## src/rtl/fir_mac_detect.sv

```systemverilog
// rtl/fir_mac_detect.sv - time-multiplexed N-tap unsigned FIR with shared MAC and hysteresis detector
module fir_mac_detect #(
  parameter int NTAPS = 9,
  parameter int XW    = 4,
  parameter int CW    = 4,
  parameter int ACCW  = 11
) (
  input  logic                     clk,
  input  logic                     rst,
  input  logic [XW-1:0]            x_in,
  input  logic                     x_valid,
  output logic                     x_ready,
  input  logic                     coef_we,
  input  logic [$clog2(NTAPS)-1:0] coef_addr,
  input  logic [CW-1:0]            coef_data,
  input  logic [ACCW-1:0]          thresh_hi,
  input  logic [ACCW-1:0]          thresh_lo,
  output logic [ACCW-1:0]          y_sum,
  output logic                     y_valid,
  output logic                     y_det,
  output logic                     busy
);
  localparam int IW = $clog2(NTAPS);
  localparam int AW = XW + CW + IW;
  localparam int SW = (AW > ACCW) ? AW : ACCW;
  localparam logic [SW-1:0] SAT_MAX  = SW'({ACCW{1'b1}});
  localparam logic [IW-1:0] LAST_IDX = IW'(NTAPS - 1);
  localparam logic [IW:0]   NTAPS_W  = (IW + 1)'(NTAPS);

  typedef enum logic [1:0] {IDLE, MAC, OUT} state_t;
  state_t state, state_nxt;

  logic [XW-1:0]   d [NTAPS];
  logic [CW-1:0]   c [NTAPS];
  logic [AW-1:0]   acc;
  logic [AW-1:0]   prod;
  logic [IW-1:0]   idx;
  logic [SW-1:0]   acc_ext;
  logic [ACCW-1:0] sum_sat;
  logic            accept;
  logic            coef_ok;

  assign x_ready = (state == IDLE) && !rst;
  assign busy    = (state != IDLE);
  assign accept  = x_ready && x_valid;
  assign coef_ok = coef_we && (state == IDLE) && ({1'b0, coef_addr} < NTAPS_W);
  assign prod    = AW'(c[idx]) * AW'(d[idx]);
  assign acc_ext = SW'(acc);
  assign sum_sat = (acc_ext > SAT_MAX) ? ACCW'(SAT_MAX) : ACCW'(acc_ext);

  always_ff @(posedge clk or posedge rst) begin
    if (rst) state <= IDLE;
    else     state <= state_nxt;
  end

  always_comb begin
    state_nxt = state;
    case (state)
      IDLE:    if (accept) state_nxt = MAC;
      MAC:     if (idx == LAST_IDX) state_nxt = OUT;
      OUT:     state_nxt = IDLE;
      default: state_nxt = IDLE;
    endcase
  end

  always_ff @(posedge clk or posedge rst) begin
    if (rst) begin
      for (int i = 0; i < NTAPS; i++) begin
        d[i] <= '0;
        c[i] <= '0;
      end
      acc     <= '0;
      idx     <= '0;
      y_sum   <= '0;
      y_det   <= 1'b0;
      y_valid <= 1'b0;
    end else begin
      y_valid <= (state == OUT);
      // A coefficient written in the accept cycle is already in place for the first MAC step
      if (coef_ok) c[coef_addr] <= coef_data;
      case (state)
        IDLE: if (accept) begin
          for (int i = NTAPS - 1; i > 0; i--) d[i] <= d[i-1];
          d[0] <= x_in;
          acc  <= '0;
          idx  <= '0;
        end
        MAC: begin
          acc <= acc + prod;
          idx <= idx + IW'(1);
        end
        OUT: begin
          y_sum <= sum_sat;
          if (!y_det && (sum_sat > thresh_hi))     y_det <= 1'b1;
          else if (y_det && (sum_sat < thresh_lo)) y_det <= 1'b0;
        end
        default: ;
      endcase
    end
  end
endmodule
```

## config.mk

```make
export PLATFORM = sky130hd
export DESIGN_NAME = fir_mac_detect
export DESIGN_NICKNAME = d
export VERILOG_FILES = /design/src/rtl/fir_mac_detect.sv
export SDC_FILE = /design/constraint.sdc
export NUM_CORES = 1
export LEC_CHECK = 0
export CELL_PAD_IN_SITES_DETAIL_PLACEMENT = 0
export CELL_PAD_IN_SITES_GLOBAL_PLACEMENT = 1
export CORE_AREA = 2 2 131 101
export CTS_CLUSTER_DIAMETER = 60
export CTS_CLUSTER_SIZE = 20
export DETAILED_ROUTE_END_ITERATION = 10
export DIE_AREA = 0 0 133 103
export PLACE_DENSITY = 0.87
export SLEW_MARGIN = 20
export SYNTH_ARGS = -nofsm -noshare
export SYNTH_HDL_FRONTEND = slang
export SYNTH_SLANG_ARGS = --single-unit
```

## constraint.sdc

```tcl
create_clock -name clk -period 13 [get_ports clk]
set_clock_uncertainty 0.2 [all_clocks]
set_input_delay 1.3 -clock clk [delete_from_list [all_inputs] [get_ports clk]]
set_output_delay 1.3 -clock clk [all_outputs]
set_load 0.02 [all_outputs]
```

# After elaboration in Yosys (flattened, before gate mapping)
# Index checks and enable logic that the tools add are counted.
classes:
  addsub: 2
  n_mul: 1
  mux: 19
  eq_ne: 5
  n_bitwise: 2
  reduce_logical: 17
  order_cmp: 7
op_table:
  columns: ["operator", "count"]
  rows:
  - ["$bwmux 36", 1]
  - ["$bmux 4 s4", 2]
  - ["$mux 4", 6]
  - ["$pmux 12 s2", 1]
  - ["$demux 4 s4", 1]
  - ["$add 12x8->12", 1]
  - ["$gt 12x11->1 const B", 1]
  - ["$mux 12", 1]
  - ["$gt 11x11->1", 1]
  - ["$lt 11x11->1", 1]
  - ["$mux 11", 1]
  - ["$ge 5x5->1 const B", 2]
  - ["$not 4->5", 2]
  - ["$mul 4x4->8", 1]
  - ["$pmux 4 s2", 1]
  - ["$reduce_and 2->1", 4]
  - ["$logic_and 1x1->1", 7]
  - ["$reduce_bool 2->1", 3]
  - ["$lt 5x1->1 const B", 1]
  - ["$add 4x1->4 const B", 1]
  - ["$eq 4x4->1 const B", 1]
  - ["$lt 4x4->1 const B", 1]
  - ["$mux 2", 2]
  - ["$ne 2x2->1 const B", 2]
  - ["6 further kinds", 8]
word_totals:
  out_inout_bits: 15
  ff_bits: 103
  in_bits: 38

# Logic depth before layout (Yosys ltp)
# Gate-level depths: netlist (run 1).
logic_depth:
  ltp_word: 7
  mapped_depth: 19
  ltp_nobuf: 17

# Worst setup path before layout (run 1)
# No wires, ideal clock.
synth_timing:
  path_kind: "input to register"
  start: "in rst"
  end: "reg acc[0]"
  t_required_ns: 12.664
  stages: 5
  setup_slack_ns: 8.311
  arrival_time_ns: 4.353
  setup_ns: 0.136
  path_buffers: 2
  cell_sequence: "inv_1 and3_1 clkbuf_1 clkbuf_1 o21ai_0"
synth_between:
  elab_chain_cells: 5
synth_rtl:
  columns: ["item", "line_no", "rtl"]
  rows:
  - ["start, declared", "9", "input logic rst,"]
  - ["$logic_not 1->1 (no source line)", null, null]
  - ["$logic_and 1x1->1", "43", "assign x_ready = (state == IDLE) && !rst;"]
  - ["$logic_and 1x1->1", "45", "assign accept = x_ready && x_valid;"]
  - ["$ne 2x2->1 (no source line)", null, null]
  - ["$reduce_and 2->1 (no source line)", null, null]
  - ["end signal, assigned", "89", "acc <= acc + prod;"]
  - ["end, declared", "35", "logic [AW-1:0] acc;"]
# Every way passes these cells.
# A chain may end at the register's enable or synchronous reset.

# Worst setup path in the final report (run 1)
layout_timing:
  start: "reg idx[0]"
  end: "reg acc[11]"
layout_between:
  elab_chain_cells: 7
  word_cells_on_any_way: 10
layout_rtl:
  columns: ["item", "line_no", "rtl"]
  rows:
  - ["start, declared", "37", "logic [IW-1:0] idx;"]
  - ["start signal, assigned", "90", "idx <= idx + IW'(1);"]
  - ["$not 4->5 (not written as such) (*)", "47", "assign prod = AW'(c[idx]) * AW'(d[idx]);"]
  - ["$bmux 4 s4", "47", null]
  - ["$mux 4 (not written as such) (2 in series)", "47", null]
  - ["$mul 4x4->8 (*)", "47", null]
  - ["$add 12x8->12 (*)", "89", null]
  - ["$pmux 12 s2 (*)", "81", "case (state)"]
# Every way passes the cells marked *; elsewhere a longest branch is shown, timed or not. The select of a mux whose other input is x is not followed.

==> key figures, run 1 <==
Routing
  – Routed via count divided by cell count: 5.229
  – Via count: 4225
  – Remaining number of nets flagged by the antenna check after routing: 0
  – Routed wire length: 12.28 mm
  – Violation count after the first detailed-route iteration: 246
  – Drc violations: 0
  – Length of the first detailed-routing pass in iterations: 5
  – Average wire per standard cell: approximately 15 um

Place
  – Worst slack at placement: 7554 ps
  – Cell count after placement: 792
  – Quantity of I/O buffers inserted on ports: 52
  – Detailed Place HPWL: 9.076 mm
  – Global placer's final weighted congestion: 0.8532

Timing
  – Fmax achieved: 0.1840 GHz
  – Max Transition Viols Final: 0
  – Final setup viols: 0
  – Share of the clock period used by the worst path after layout: a little over two fifths
  – Least setup slack across all paths after layout: 7564 ps
  – RSZ-0062 raised after global routing: no
  – Post-layout minimum cycle time: about 5400 ps
  – Number of failing hold endpoints at the final stage: 0
  – Relative slew slack: 51.99%
  – Setup TNS Final: 0 ps
  – Worst Max-Slew Pin Slew: 720.1 ps

Finish
  – Filler-free cell count of the finished design: 808
  – Net count reported at finish: ~700
  – Layout cells sized above 1: 17.27%
  – Diodes inserted: 0
  – Layout Area Growth over Synthesis: 16.15%

Worst setup path
  – Cell with the biggest individual delay on the critical path: dfrtp_1
  – Max stage delay on crit path: 750 ps
  – Worst endpoint required time: between 10000 and 15000 ps
  – WS Path Type: reg2reg
  – Critical Path Fanout Max: 17
  – Critical path's most frequent cell: fa_1
  – Critical path cell sequence: buf_4 -> mux4_2 -> nor2_1 -> nor3_1 -> a21oi_1 -> or2_1 -> fa_1 -> fa_1 -> fa_1 -> inv_1 -> ha_1 -> a211oi_1 -> o21ai_0 -> o221ai_1 -> o211ai_1 -> o31ai_1
  – Nature of the critical path startpoint: flop
  – Worst path buffer plus inverter count: 2
  – Kind of cell adding the most delay to the critical path: adder cells
  – Critical path endpoint category: flop
  – Worst EP arrival: 5460 ps

Synth
  – Unique masters post-synth: 52
  – FFs w/ async S/R, synth: 100.0%
  – Number of nets produced by synthesis: 675
  – Synth warnings: 0
  – Average cell area after synthesis: 10.12 um2
  – Ys flop type: dfrtp_1
  – Number of instances in the synthesized netlist: a little under 600
  – Flip-flop and latch count after synthesis: 103
  – Netlist area before placement: around 5900 um2
  – Number of flops mapped to enable cells by yosys: 0
  – Portion of the post-synthesis area used by sequential elements: 43.38%

Clock tree
  – Clock tree sinks: 103
  – Post-CTS setup buffer count: 0
  – Root Buffer: clkbuf_16
  – Clock latency reported for the late side of the worst-skew pair: 350 ps
  – Clock input transition at the sequential cells of the worst setup and hold paths: 70 ps
  – Cells resized by post-CTS repair: 0
  – Post-cts hold buffer count: 0
  – Level count of the clock H-tree: 3
  – TritonCTS clock tree: yes
  – Number of buffers inserted during clock tree synthesis: 9
  – Buffer depth of the longest clock path: 2

Die
  – Die Span X: 133 um
  – Number of rows in the core area: 36
  – Area of the die: about 14000 um2
  – Initial standard-cell utilization of the core: between 40% and 50%
  – Die height: 103 um
  – Count of boundary I/O pins: 53
  – Core ar.: 12570 um2

Status
  – Status: completed

Global routing
  – Global-route wire length before repair: 21.60 mm
  – Pin count of the biggest net entering global routing: 56
  – Overflow after GRT: 0
  – Via count of the first global-routing pass: 4314
  – Antenna violations before repair: 0
  – Gr usage total: between 10% and 20%

Power and ir drop
  – Pwr per Cell Area: 233.1 nW/um2
  – Total leakage power: 3.436 nW
  – Worst supply voltage drop on vdd: 0.09410 mV

Flow run
  – Count of maximum capacitance violations: 0

Worst hold path
  – Hold/Removal Path Class: reg2reg
[tightest hold or removal path, cell delays in order (launching register included)]
cell     delay, ps
dfrtp_1        350
nand2_1         50
nand2_1         50
[cell usage in the layout, fill, tap and decap left out, drive strengths merged, types with 5 or more instances in the layout]
cell type / netlist / layout
o21ai: 17 / 17
o22ai: 8 / 8
clkdlybuf4s50: 0 / 52
a21oi: 21 / 21
mux2: 62 / 62
clkbuf: 16 / 11
fa: 9 / 9
nor3: 11 / 11
nand3: 12 / 12
buf: 7 / 5
nand2: 130 / 130
ha: 41 / 41
inv: 45 / 48
or2: 14 / 14
mux4: 8 / 8
dfrtp: 103 / 103
a21o: 7 / 7
nor2: 29 / 29
[sequential cells by signal, summed over array words and instances, names as in the netlist]
| register | flops |
|---|---|
| acc | 12 |
| idx | 4 |
| y_det | 1 |
| y_sum | 11 |
| d | 36 |
| c | 36 |
| state | 2 |
| y_valid | 1 |
[path summary, 6_finish.rpt]
kind | end | cells after the start | slack, ps | startpoint
max | acc[11] | 16 | 7560 | idx[0]
min | d[1] | 2 | 280 | d[1]
max reg2reg | acc[11] | 16 | 7560 | idx[0]
min reg2reg | d[1] | 2 | 280 | d[1]
max in group asynchronous | c[21] | 3 | 10250 | rst
min in group asynchronous | y_valid | 2 | 1200 | rst
[where the power goes]
part / leakage (nW) / switching (mW) / internal [mW]
clock: 0.145 / 0.124 / 0.143
combinational: 1.97 / 0.422 / 0.374
sequential: 1.32 / 0.104 / 0.442
[logic make-up (layout without fill, tap and decap cells)]
logic type / Yosys count / after routing / share of synthesized area, %
xor gates and xnor gates: 5 / 5 / 0.7371
and+or+nand+nor: 221 / 221 / 17.46
muxes: 71 / 71 / 14.95
AOI/OAI and AO/OA: 69 / 69 / 7.075
buffers and inverters: 68 / 118 / 4.738
DFF: 103 / 103 / 43.38
adders and majority gates: 50 / 50 / 11.67
[synth_stat cells, types with 2 or more instances]
cell type	count	area share, %
or2_2	10	1.1
nand2b_1	3	0.32
mux4_2	8	3.0
o21a_1	2	0.25
nor3_1	10	0.84
nor2_1	27	1.7
and3_1	2	0.21
fa_1	9	3.0
o22ai_1	8	0.84
inv_1	45	2.8
nand4_1	3	0.32
a21o_1	7	0.88
a21oi_1	21	1.8
buf_2	3	0.25
xor2_1	2	0.29
mux2_2	62	12
clkbuf_1	16	1.0
buf_6	3	0.57
nor2b_1	2	0.21
ha_1	41	8.6
o21ai_0	17	1.4
nor2_2	2	0.21
or2_1	4	0.42
dfrtp_1	103	43
nand3_1	12	1.0
nand3b_1	3	0.38
nor3b_4	2	0.63
xnor2_1	3	0.44
nand2_1	130	8.2
o31ai_1	3	0.38
o211ai_1	3	0.38
[metrics by stage]
step / cell area [um2] / hold WS, ps / utilization (%) / total power [mW]
final: 6902 / 278.4 / 54.92 / 1.609
after global routing: 6902 / 299.2 / 54.92 / 1.772
after CTS: 6902 / 281.7 / 54.92 / 1.626
after detailed placement: 6604 / 262.8 / 52.55 / 1.351
after global placement: 6604 / 259.8 / 52.55 / 1.323
after floorplan: 5942 / 246.1 / - / 1.134
[final cells by class]
type                    instances  area [um2]
well taps                     171       214.0
multi-input cells             416        3083
clock buffers                  11       252.7
inverters                      45       171.4
repair buffers                 57       558.0
flip-flops and latches        103        2577
clock inverters                 5       45.04
fillers                      1055        5665
[metal layers]
metal | track usage (%) | part of all wire [%]
met1 | 28.19 | 49
met2 | 31.85 | 47
met3 | 4.523 | 3.5
met4 | 3.722 | 0.62
met5 | 0 | 0
(Power assumes the default switching activity.)
==> run 2: changes to the inputs <==
Settings changed: CORE_AREA 2 2 131 101 to 2 2 143 110, DIE_AREA 0 0 133 103 to 0 0 145 112, PLACE_DENSITY 0.87 to 0.78.
Clock period 13 ns to 4.6 ns, I/O delays scaled along.
==> key figures, run 2 (synthesized netlist as in run 1, its figures left out) <==
Status
  – Status: completed

Global routing
  – Global-route met2 utilization: 27.30% (-4.5 points)
  – Pin count of the biggest net entering global routing: 61 (+8.9%)
  – Overflow after GRT: 0 (unchanged)
  – Met3 track utilization from global routing: 3.811% (-0.71 points)
  – Antenna violations before repair: 0 (unchanged)
  – GR Util met1: 23.86% (-4.3 points)
  – Via count of the first global-routing pass: 4558 (+5.7%)
  – Global-route wire length before repair: 22.68 mm (+5.0%)
  – Global route hottest layer: met2
  – Gr usage total: 17.19% (-2.7 points)

Timing
  – Post-layout minimum cycle time: 4419 ps (-1016 ps)
  – Final setup viols: 0 (unchanged)
  – Relative slew slack: 38.15% (-14 points)
  – Smallest hold slack: 289.4 ps (+10.95 ps)
  – Fmax achieved: 0.2263 GHz (+23%)
  – Number of failing hold endpoints at the final stage: 0 (unchanged)
  – Max Transition Viols Final: 0 (unchanged)
  – Setup TNS Final: 0 ps (unchanged)
  – Share of the clock period used by the worst path after layout: 96.07% (+54 points)
  – Worst Max-Slew Pin Slew: 925.5 ps (+205.3 ps)

Finish
  – Commonest cells after routing, fill and taps aside: nand2_1, dfrtp_1, mux2_2, clkdlybuf4s50_1, inv_1
  – Filler-free cell count of the finished design: 865 (+7.1%)
  – Net count reported at finish: 743 (+3.2%)
  – Largest registers: c x36, d x36, acc x12
  – Flip-flop and latch area: 2577 um2 (unchanged)
  – Final-layout fill cell count: 1364 (+29%)
  – Most common cell after layout, fill and taps aside: nand2_1
  – Layout Area Growth over Synthesis: 21.73%
  – Layout cells sized above 1: 22.58% (+5.3 points)
  – Area taken by multi-input logic gates: 3159 um2 (+2.5%)
  – Diodes inserted: 0 (unchanged)

Die
  – Die Span X: 145 um (+9.0%)
  – Die height: 112 um (+8.7%)
  – Core ar.: 14880 um2 (+18%)
  – Count of boundary I/O pins: 53 (unchanged)
  – Area of the die: 16240 um2 (+19%)
  – Initial standard-cell utilization of the core: 39.92% (-7.4 points)
  – Number of rows in the core area: 39 (+8.3%)

Clock tree
  – Clock tree sinks: 103 (unchanged)
  – Clock latency reported for the late side of the worst-skew pair: 350 ps (about the same)
  – Number of buffers inserted during clock tree synthesis: 9 (unchanged)
  – Level count of the clock H-tree: 3 (unchanged)
  – Buffer depth of the longest clock path: 2 (unchanged)
  – Clock input transition at the sequential cells of the worst setup and hold paths: 70 ps (about the same)
  – Root Buffer: clkbuf_16
  – TritonCTS clock tree: yes

Routing
  – Violation count after the first detailed-route iteration: 244 (-0.81%)
  – Length of the first detailed-routing pass in iterations: 4 (-1)
  – Average wire per standard cell: 15.28 um (+0.56%)
  – Via count: 4335 (+2.6%)
  – Routed wire length: 13.22 mm (+7.7%)
  – Drc violations: 0 (unchanged)
  – Routed via count divided by cell count: 5.012 (-4.2%)
  – Remaining number of nets flagged by the antenna check after routing: 0 (unchanged)

Worst setup path
  – Critical Path Fanout Max: 9 (-8)
  – Nature of the critical path startpoint: flop
  – Cell with the biggest individual delay on the critical path: fa_1
  – Endpoint of the worst register-to-register path: acc[10]
  – Logic depth of the worst register-to-register path: 15 (-1)
  – Critical path endpoint category: flop
  – Worst setup slack for register-to-register paths: 180 ps (-7380 ps)
  – Worst EP arrival: 4450 ps (-1010 ps)
  – Critical Path Sink: acc[10]
  – Worst setup startpoint: idx[1]
  – Critical R2R Launch: idx[1]
  – WS Path Type: reg2reg
  – Max stage delay on crit path: 530 ps (-220 ps)
  – Critical path cell sequence: nand2_1 -> o22ai_1 -> nor3_1 -> a21oi_1 -> or2_1 -> fa_1 -> fa_1 -> fa_1 -> inv_1 -> ha_2 -> buf_4 -> nand4_1 -> a21oi_2 -> a41oi_2 -> mux2i_1
  – Critical path's most frequent cell: fa_1
  – Worst endpoint required time: 4640 ps (-8380 ps)

Place
  – Quantity of I/O buffers inserted on ports: 52 (unchanged)
  – Global placer's final weighted congestion: 0.8889 (+4.2%)
  – Detailed Place HPWL: 9.824 mm (+8.3%)
  – Cell count after placement: 846 (+6.8%)

Power and ir drop
  – Pwr per Cell Area: 699.3 nW/um2 (+200%)
  – Total leakage power: 3.565 nW (+3.8%)
  – Worst supply voltage drop on vdd: 0.3133 mV (+230%)

Flow run
  – Count of maximum capacitance violations: 0 (unchanged)

Worst hold path
  – Hold/Removal Path Class: reg2reg
## run 2: what timing repair did
item	in CTS	in global routing
setup buffers	0	3
hold buffers	0	0
endpoints found under the setup margin	3	8
resized for setup	2	19
hold endpoints to repair	0	0
pin swaps	0	13
## run 2: per-stage QoR
step | setup WS [ps] | instance area [um2] | util, % | power [mW]
2_1_floorplan | 80.84 | 5942 | - | 3.204
3_3_place_gp | 69.16 | 6809 | 45.75 | 4.006
3_5_place_dp | -55.23 | 6809 | 45.75 | 4.107
4_1_cts | 17.24 | 7132 | 47.92 | 4.937
5_1_grt | -33.33 | 7233 | 48.60 | 5.507
6_report | 180.7 | 7233 | 48.60 | 5.058
## run 2: how the worst min path moves through the flow
stage	from	end	slack [ps]	depth (start not counted)
6_report	d[2]	d[2]	290	2
5_1_grt	c[17]	c[17]	320	1
4_1_cts	d[2]	d[2]	290	2
3_5_place_dp	d[2]	d[2]	270	2
3_3_place_gp	d[2]	d[2]	270	2
2_1_floorplan	d[0]	d[0]	250	2
## run 2: power breakdown
group / switching [mW] / internal (mW)
clock: 0.364 / 0.446
combinational: 1.39 / 1.36
sequential: 0.253 / 1.25
total: 2.00 / 3.05
## run 2: metal layers
layer / vias to the layer above / share of wire, % / routed length (um)
li1: 2122 / - / -
met1: 2141 / 49 / 6519
met2: 58 / 46 / 6137
met3: 14 / 3.1 / 408
met4: 0 / 1.2 / 154
met5: - / 0 / 0
## run 2: critical path, delay by kind of cell (launching register included)
| kind | cells | cell delay, ps |
|---|---|---|
| AOI/OAI and AO/OA | 4 | 620 |
| DFF | 1 | 470 |
| and+or+nand+nor | 4 | 920 |
| buffers and inverters | 2 | 170 |
| muxes | 1 | 130 |
| adders and majority gates | 4 | 1770 |
## run 2: final cells by class
class | count | area share (%)
multi-input combinational | 416 | 43.68
sequential | 103 | 35.63
timing repair buffer | 80 | 10.43
tap | 205 | 3.546
clock buffer | 10 | 3.304
inverter | 45 | 2.370
clock inverter | 6 | 1.038
